<file path="src/rtl/food_tile_if.sv">
// Bundle of the video, level-control and eat signals between the game/VGA side
// (master) and the food tile mapper (slave).
`default_nettype none

interface food_tile_if #(
  parameter int COLS = 16,
  parameter int ROWS = 16
) ();
  localparam int COL_W = $clog2(COLS);
  localparam int ROW_W = $clog2(ROWS);
  localparam int C_W   = $clog2(COLS * ROWS + 1);

  logic [9:0]       DrawX;
  logic [9:0]       DrawY;
  logic             blank;
  logic             level_start;
  logic             eat_valid;
  logic [COL_W-1:0] eat_col;
  logic [ROW_W-1:0] eat_row;
  logic             eat_hit;
  logic             ready;
  logic [C_W-1:0]   food_remaining;
  logic             all_eaten;
  logic [3:0]       red;
  logic [3:0]       green;
  logic [3:0]       blue;

  modport master (
    output DrawX, DrawY, blank, level_start, eat_valid, eat_col, eat_row,
    input  eat_hit, ready, food_remaining, all_eaten, red, green, blue
  );

  modport slave (
    input  DrawX, DrawY, blank, level_start, eat_valid, eat_col, eat_row,
    output eat_hit, ready, food_remaining, all_eaten, red, green, blue
  );
endinterface

`default_nettype wire

</file>
<file path="src/rtl/food_tile_mapper.sv">
// Tile-grid food layer: scans the food ROM into a pellet map at level start,
// tracks eaten pellets and renders the tile colours with a 2-cycle pipeline.
`default_nettype none

module food_tile_mapper #(
  parameter int H_RES    = 640,
  parameter int V_RES    = 480,
  parameter int COLS     = 16,
  parameter int ROWS     = 16,
  parameter int IDX_W    = 2,
  parameter int FOOD_IDX = 1,
  parameter int BG_IDX   = 0,
  parameter logic [COLS*ROWS*IDX_W-1:0] ROM_IMAGE = '0,
  parameter logic [(12<<IDX_W)-1:0]     PALETTE   = {12'h00F, 12'hF80, 12'hFF0, 12'h000}
) (
  input  logic        vga_clk,
  input  logic        reset_n,
  food_tile_if.slave  bus
);
  localparam int N   = COLS * ROWS;
  localparam int A_W = $clog2(N);
  localparam int C_W = $clog2(N + 1);

  typedef enum logic [1:0] {IDLE = 2'd0, SCAN = 2'd1, RUN = 2'd2} state_t;

  state_t           state;
  logic [A_W-1:0]   scan_cnt;
  logic [A_W-1:0]   scan_a;
  logic             scan_v;
  logic [N-1:0]     pellet_map;
  logic [N-1:0]     eaten;
  logic [C_W-1:0]   food_remaining;
  logic             eat_hit;
  logic             ready;
  logic             all_eaten;

  logic [IDX_W-1:0] rom_q;
  logic [A_W-1:0]   addr1;
  logic             vis1;
  logic [11:0]      rgb;

  logic [A_W-1:0]   pix_addr;
  logic [A_W-1:0]   rom_addr;
  logic [A_W-1:0]   eat_addr;
  logic             in_view;
  logic             eat_in_range;
  logic             eat_ok;
  logic             is_food;
  logic [IDX_W-1:0] disp_idx;

  assign pix_addr = A_W'((32'(bus.DrawY) * 32'(ROWS) / 32'(V_RES)) * 32'(COLS)
                       + 32'(bus.DrawX) * 32'(COLS) / 32'(H_RES));
  assign in_view  = bus.blank && (32'(bus.DrawX) < 32'(H_RES)) && (32'(bus.DrawY) < 32'(V_RES));

  assign eat_in_range = (32'(bus.eat_col) < 32'(COLS)) && (32'(bus.eat_row) < 32'(ROWS));
  assign eat_addr     = A_W'(32'(bus.eat_row) * 32'(COLS) + 32'(bus.eat_col));
  // level_start takes priority over a simultaneous eat request
  assign eat_ok = (state == RUN) && bus.eat_valid && !bus.level_start && eat_in_range
                && pellet_map[eat_addr] && !eaten[eat_addr];

  // The scan owns the ROM port while it runs; otherwise the beam does
  assign rom_addr = (state == SCAN) ? scan_cnt : pix_addr;
  assign is_food  = (rom_q == IDX_W'(FOOD_IDX));
  assign disp_idx = (is_food && eaten[addr1]) ? IDX_W'(BG_IDX) : rom_q;

  always_ff @(posedge vga_clk or negedge reset_n) begin
    if (!reset_n) begin
      rom_q <= '0;
      addr1 <= '0;
      vis1  <= 1'b0;
      rgb   <= '0;
    end else begin
      rom_q <= ROM_IMAGE[32'(rom_addr) * IDX_W +: IDX_W];
      addr1 <= pix_addr;
      vis1  <= in_view && (state == RUN);
      rgb   <= (vis1 && (state == RUN) && !bus.level_start)
             ? PALETTE[32'(disp_idx) * 12 +: 12] : 12'h000;
    end
  end

  always_ff @(posedge vga_clk or negedge reset_n) begin
    if (!reset_n) begin
      state          <= IDLE;
      scan_cnt       <= '0;
      scan_a         <= '0;
      scan_v         <= 1'b0;
      pellet_map     <= '0;
      eaten          <= '0;
      food_remaining <= '0;
      eat_hit        <= 1'b0;
      ready          <= 1'b0;
      all_eaten      <= 1'b0;
    end else begin
      eat_hit <= 1'b0;
      if (bus.level_start) begin
        state          <= SCAN;
        scan_cnt       <= '0;
        scan_v         <= 1'b0;
        food_remaining <= '0;
        ready          <= 1'b0;
        all_eaten      <= 1'b0;
      end else begin
        case (state)
          SCAN: begin
            // rom_q lags the issued address by one cycle; scan_a/scan_v track it
            scan_v <= 1'b1;
            scan_a <= scan_cnt;
            if (scan_cnt != A_W'(N - 1))
              scan_cnt <= scan_cnt + A_W'(1);
            if (scan_v) begin
              pellet_map[scan_a] <= is_food;
              eaten[scan_a]      <= 1'b0;
              food_remaining     <= food_remaining + C_W'(is_food);
              if (scan_a == A_W'(N - 1)) begin
                state     <= RUN;
                ready     <= 1'b1;
                all_eaten <= ((food_remaining + C_W'(is_food)) == '0);
              end
            end
          end
          RUN: begin
            if (eat_ok) begin
              eaten[eat_addr] <= 1'b1;
              food_remaining  <= food_remaining - C_W'(1);
              eat_hit         <= 1'b1;
              if (food_remaining == C_W'(1))
                all_eaten <= 1'b1;
            end
          end
          default: ;
        endcase
      end
    end
  end

  assign bus.eat_hit        = eat_hit;
  assign bus.ready          = ready;
  assign bus.food_remaining = food_remaining;
  assign bus.all_eaten      = all_eaten;
  assign bus.red            = rgb[11:8];
  assign bus.green          = rgb[7:4];
  assign bus.blue           = rgb[3:0];
endmodule

`default_nettype wire

</file>
<file path="src/flat_wrapper.sv">
// flat-port wrapper written by rule: the top's interface ports become plain ports
module food_tile_mapper_flat 
#(
  parameter int H_RES    = 640,
  parameter int V_RES    = 480,
  parameter int COLS     = 16,
  parameter int ROWS     = 16,
  parameter int IDX_W    = 2,
  parameter int FOOD_IDX = 1,
  parameter int BG_IDX   = 0,
  parameter logic [COLS*ROWS*IDX_W-1:0] ROM_IMAGE = '0,
  parameter logic [(12<<IDX_W)-1:0]     PALETTE   = {12'h00F, 12'hF80, 12'hFF0, 12'h000}
)
  (vga_clk, reset_n, bus_DrawX, bus_DrawY, bus_blank, bus_level_start, bus_eat_valid, bus_eat_col, bus_eat_row, bus_eat_hit, bus_ready, bus_food_remaining, bus_all_eaten, bus_red, bus_green, bus_blue);
  food_tile_if #(.COLS(COLS), .ROWS(ROWS)) bus_i ();
  input  logic vga_clk;
  input  logic reset_n;
  input wire logic [$bits(bus_i.DrawX)-1:0] bus_DrawX;
  input wire logic [$bits(bus_i.DrawY)-1:0] bus_DrawY;
  input wire logic [$bits(bus_i.blank)-1:0] bus_blank;
  input wire logic [$bits(bus_i.level_start)-1:0] bus_level_start;
  input wire logic [$bits(bus_i.eat_valid)-1:0] bus_eat_valid;
  input wire logic [$bits(bus_i.eat_col)-1:0] bus_eat_col;
  input wire logic [$bits(bus_i.eat_row)-1:0] bus_eat_row;
  output wire logic [$bits(bus_i.eat_hit)-1:0] bus_eat_hit;
  output wire logic [$bits(bus_i.ready)-1:0] bus_ready;
  output wire logic [$bits(bus_i.food_remaining)-1:0] bus_food_remaining;
  output wire logic [$bits(bus_i.all_eaten)-1:0] bus_all_eaten;
  output wire logic [$bits(bus_i.red)-1:0] bus_red;
  output wire logic [$bits(bus_i.green)-1:0] bus_green;
  output wire logic [$bits(bus_i.blue)-1:0] bus_blue;
  assign bus_i.DrawX = bus_DrawX;
  assign bus_i.DrawY = bus_DrawY;
  assign bus_i.blank = bus_blank;
  assign bus_i.level_start = bus_level_start;
  assign bus_i.eat_valid = bus_eat_valid;
  assign bus_i.eat_col = bus_eat_col;
  assign bus_i.eat_row = bus_eat_row;
  assign bus_eat_hit = bus_i.eat_hit;
  assign bus_ready = bus_i.ready;
  assign bus_food_remaining = bus_i.food_remaining;
  assign bus_all_eaten = bus_i.all_eaten;
  assign bus_red = bus_i.red;
  assign bus_green = bus_i.green;
  assign bus_blue = bus_i.blue;
  food_tile_mapper #(.H_RES(H_RES), .V_RES(V_RES), .COLS(COLS), .ROWS(ROWS), .IDX_W(IDX_W), .FOOD_IDX(FOOD_IDX), .BG_IDX(BG_IDX), .ROM_IMAGE(ROM_IMAGE), .PALETTE(PALETTE)) u_core (.vga_clk(vga_clk), .reset_n(reset_n), .bus(bus_i));
endmodule
</file>
<file path="config.mk">
export PLATFORM = sky130hd
export DESIGN_NAME = food_tile_mapper_flat
export DESIGN_NICKNAME = d
export VERILOG_FILES = /design/src/rtl/food_tile_if.sv /design/src/rtl/food_tile_mapper.sv /design/src/flat_wrapper.sv
export SDC_FILE = /design/constraint.sdc
export NUM_CORES = 1
export LEC_CHECK = 0
export ABC_AREA = 1
export ABC_CLOCK_PERIOD_IN_PS = 2009
export CORE_MARGIN = 4
export CORE_UTILIZATION = 30
export CTS_CLUSTER_DIAMETER = 100
export DETAILED_ROUTE_END_ITERATION = 10
export GPL_TIMING_DRIVEN = 0
export HOLD_SLACK_MARGIN = 0.05
export PLACE_DENSITY = 0.69
export SLEW_MARGIN = 20
export SYNTH_ARGS = -nofsm -noshare
export SYNTH_HDL_FRONTEND = slang
export SYNTH_SLANG_ARGS = --single-unit
</file>
<file path="constraint.sdc">
create_clock -name vga_clk -period 2.01 [get_ports vga_clk]
set_input_delay 0.3015 -clock vga_clk [delete_from_list [all_inputs] [get_ports vga_clk]]
set_output_delay 0.3015 -clock vga_clk [all_outputs]
set_load 0.02 [all_outputs]
</file>
# Word-level counts from Yosys, hierarchy flattened
# Index checks and enable logic that the tools add are counted.
[totals]
output_inout_bits = 24
reg_bits = 566
inputBits = 33
[op_classes]
muxes = 43
shift = 2
addsub = 5
mul = 1
order_cmp = 7
bitwise = 4
n_reduce_logical = 28
div_mod_pow = 2
eq_ne = 12
[op_table]
columns = ["operator", "n"]
rows = [
  ["$mux 256", 2],
  ["$pmux 256 s2", 1],
  ["$shiftx 512x10->2 const A", 1],
  ["$and 256x256->256", 1],
  ["$bwmux 256", 1],
  ["$not 256->256", 1],
  ["$or 256x256->256", 1],
  ["$shiftx 48x7->12 const A", 1],
  ["$div 14x10->32 const B", 1],
  ["$div 14x9->32 const B", 1],
  ["$mux 8", 4],
  ["$lt 8x9->1 const B", 3],
  ["$mux 9", 3],
  ["$bmux 1 s8", 3],
  ["$mux 1", 19],
  ["$pmux 9 s2", 1],
  ["$demux 1 s8", 2],
  ["$ge 8x1->1 const B", 2],
  ["$logic_and 1x1->1", 12],
  ["$mux 12", 1],
  ["$lt 10x10->1 const B", 1],
  ["$lt 10x9->1 const B", 1],
  ["$mux 2", 5],
  ["$reduce_bool 2->1", 5],
  ["other kinds (23)", 31],
]

# Longest topological paths before layout
[logic_depth]
depth_word = 8
mapped_depth = 8

# Least setup slack after synthesis
# OpenSTA, ideal clock, no wires.
[synth_timing]
path_kind = "register to register"
startpoint = "reg u_core.state[1]"
endpoint = "reg u_core.scan_a[1]"
path_slack_ns = 0.774
arrival_time_ns = 1.115
n_path_buf = 1
path_stages_with_launch = 8
synth_period_minus_slack_ns = 1.236
setup_time_ns = 0.121
path_cell_list = "dfrtp_1 -> inv_2 -> nand2_2 -> nor2_2 -> inv_2 -> buf_2 -> nand2_1 -> o21ai_1"
[synth_between]
elab_chain_cells = 2
[synth_lines]
columns = ["element", "line", "text"]
rows = [
  ["from (decl)", "food_tile_mapper.sv:26", "state_t state;"],
  ["from (signal assigned)", "food_tile_mapper.sv:83", "state <= IDLE;"],
  ["from (signal assigned)", "food_tile_mapper.sv:96", "state <= SCAN;"],
  ["from (signal assigned)", "food_tile_mapper.sv:115", "state <= RUN;"],
  ["$eq 2x1->1", "food_tile_mapper.sv:103", "case (state)"],
  ["$reduce_and 2->1 (no source line)", "-", ""],
  ["to (signal assigned)", "food_tile_mapper.sv:107", "scan_a <= scan_cnt;"],
  ["to (decl)", "food_tile_mapper.sv:28", "logic [A_W-1:0] scan_a;"],
]
# Every way passes these cells.
# A chain may end at the register's enable or synchronous reset.

==> qor.yml <==
synth_seq_area_share_pct: 50.8
setup_viol: 0
cpMaxStageDelayCell: "clkdlybuf4s50_1"
routed_wl_mm: 2.47
fin_crit_sh_pct: 78.3
start_util_pct: 31.9
first_global_vias: 1038
relSlewSlack_pct: 57.1
r2r_cells: 8
ff_latch_area_um2: 726
cp-end-kind: "output pin"
grt_max_degree: 30
fmax_mhz: 635
crit_arrival_ns: 1.27
synth.distinct_cells: 24
preCtsSetupSlack_ns: 0.261
io_buffer_count: 13
swShare_pct: 22.8
finClkSkew_ns: 0.00137
path_buf_inv: 1
syn_inst: 171
yosys_warnings: 0
p_clk_share_pct: 39.9
syn_to_final_growth_pct: 22.5
clk_pin_slew_ns: 0.06
dp_cells: 248
cts_made_buffers: 5
p_sw_mw: 0.266
path_cells: "clkdlybuf4s50_1"
finalSetupTns_ns: 0
root_buffer: "clkbuf_8"
die_h_um: 77.0
firstDrtPassIters: 4
dieArea_mm2: 0.00593
rows: 24
drv_cap: 0
status: "completed"
grt_pass1_wl_mm: 4.47
grt_usage_pct: 9.35
gp_congestion: 0.776
p_int_mw: 0.899
viasPerCell: 4.16
layout.cells.non_filler: 255
clock_sinks: 29
route.detailed.drc: 0
ys_ff_latch: 29
antenna_left: 0
drt-initial-drc-count: 29
ir_drop_uv: 251
cp_slowest_stage_delay_ns: 0.62
hpwl_mm: 1.88
seqPwrFrac_pct: 52.0
hold_viol_final: 0
final_nets: 238
rsz0062_at_grt: "false"
drive_gt1_share_pct: 17.7
crit_type: "reg2out"
wl_per_cell_um: 9.70
clk_latency_ns: 0.27
rrSetupSlack_ns: 0.67
setup_ws_ns: 0.436
nFillCells: 459
num_io_pins: 57
path_depth: 1
synth_area_per_cell_um2: 8.36
vias: 1062
post_cts_resized: 0
combPwrFrac_pct: 8.1
cts_tree: "yes"
cts_hold_buf: 0
die_x_um: 77.0
synth_area_mm2: 0.00143
clockBufferDepth: 2
totalPowerFinal_mw: 1.16
overflow: 0
critPathLaunch: "u_core.state[1]$_DFFE_PN0P_"
startpoint_type: "flop"
critPathMaxFanout: 3
multi_input_area_um2: 557
drv_slew: 0
holdWs_ns: 0.0467
p_per_area_mw_per_mm2: 666
hp-class: "in2async"
core_area_mm2: 0.00447
regToRegStartpoint: "u_core.scan_cnt[1]$_DFFE_PN0P_"
fin_crit_ns: 1.57
worst_pin_slew_ns: 0.644
cp_top_family: "buffers and inverters"
antenna_found_initial: 0
diodes: 0
leakagePower_nw: 0.850
cts_setup_buffers: 0
htree_levels: 2
cp_data_required_time_ns: 1.71
==> per-stage QoR <==
step / util (%) / instance area, µm²
6_report: 39.1 / 1750
3_3_place_gp: 37.3 / 1670
5_1_grt: 39.1 / 1750
3_5_place_dp: 37.2 / 1660
4_1_cts: 39.1 / 1750
2_1_floorplan: - / 1470
==> power by group through the flow <==
stage	Sequential [mW]	Clock, mW	Combinational, mW
finish	0.606	0.465	0.0939
global route	0.607	0.508	0.106
CTS	0.606	0.486	0.0949
detailed placement	0.616	0	0.0947
global placement	0.616	0	0.0941
floorplan	0.614	0	0.0709
==> Yosys cell counts, drive strengths merged <==
master   n  area [µm²]
xor2     2        17.5
buf     14         103
ha       2        25.0
nor2    28         118
nand2   45         200
dfrtp   29         726
nand3   10        50.1
clkbuf   1        3.75
nand3b   1        7.51
conb     1        3.75
nand4    2        12.5
o21ai   12        67.6
inv     22        85.1
a21oi    2        10.0
==> cell usage in the layout, fill, tap and decap left out, types with 3 or more instances in the layout <==
cell             netlist  layout
buf_4                 13      13
clkbuf_8               0       6
clkdlybuf4s50_1        0      12
conb_1                 1      13
dfrtp_1               29      29
inv_1                 17      17
inv_2                  4       4
nand2_1               40      40
nand2_2                3       3
nand3_1               10      10
nor2_1                25      25
o21ai_1                9       9
==> layer usage <==
layer  wire length (µm)  track usage [%]
met1               1080             10.9
met2               1200             15.5
met3                121             2.11
met4                 69             5.87
met5                  0                0
==> logic make-up (layout without fill, tap and decap cells) <==
group,after synthesis,count (layout),synth area share (%)
and+or+nand+nor,86,86,27.1
buffers and inverters,37,57,13.4
DFF,29,29,50.8
AOI/OAI and AO/OA,14,14,5.43
adders and majority gates,2,2,1.75
xor gates and xnor gates,2,2,1.23
other,1,13,0.262
==> worst paths after layout <==
path                                                            end
max                                                       bus_ready
min                        u_core.bus.food_remaining[0]$_DFFE_PN0P_
max reg2reg                          u_core.scan_cnt[4]$_DFFE_PN0P_
min reg2reg                            u_core.scan_a[4]$_DFFE_PN0N_
max in group asynchronous                 u_core.scan_v$_DFFE_PN0P_
min in group vga_clk                   u_core.scan_a[4]$_DFFE_PN0N_
==> cell type report <==
| type | instances | area share (%) |
|---|---|---|
| inverters | 22 | 4.86 |
| repair buffers | 13 | 7.15 |
| multi-input cells | 117 | 31.8 |
| well taps | 52 | 3.72 |
| flip-flops and latches | 29 | 41.5 |
| plain buffers | 15 | 6.08 |
| clock buffers | 7 | 4.93 |
==> flip-flops by register name, summed over array words and instances, names as in the netlist <==
signal                     flops
u_core.scan_v                  1
u_core.bus.food_remaining      9
u_core.scan_cnt                8
u_core.state                   2
u_core.bus.all_eaten           1
u_core.scan_a                  8
(Power assumes the default switching activity.)
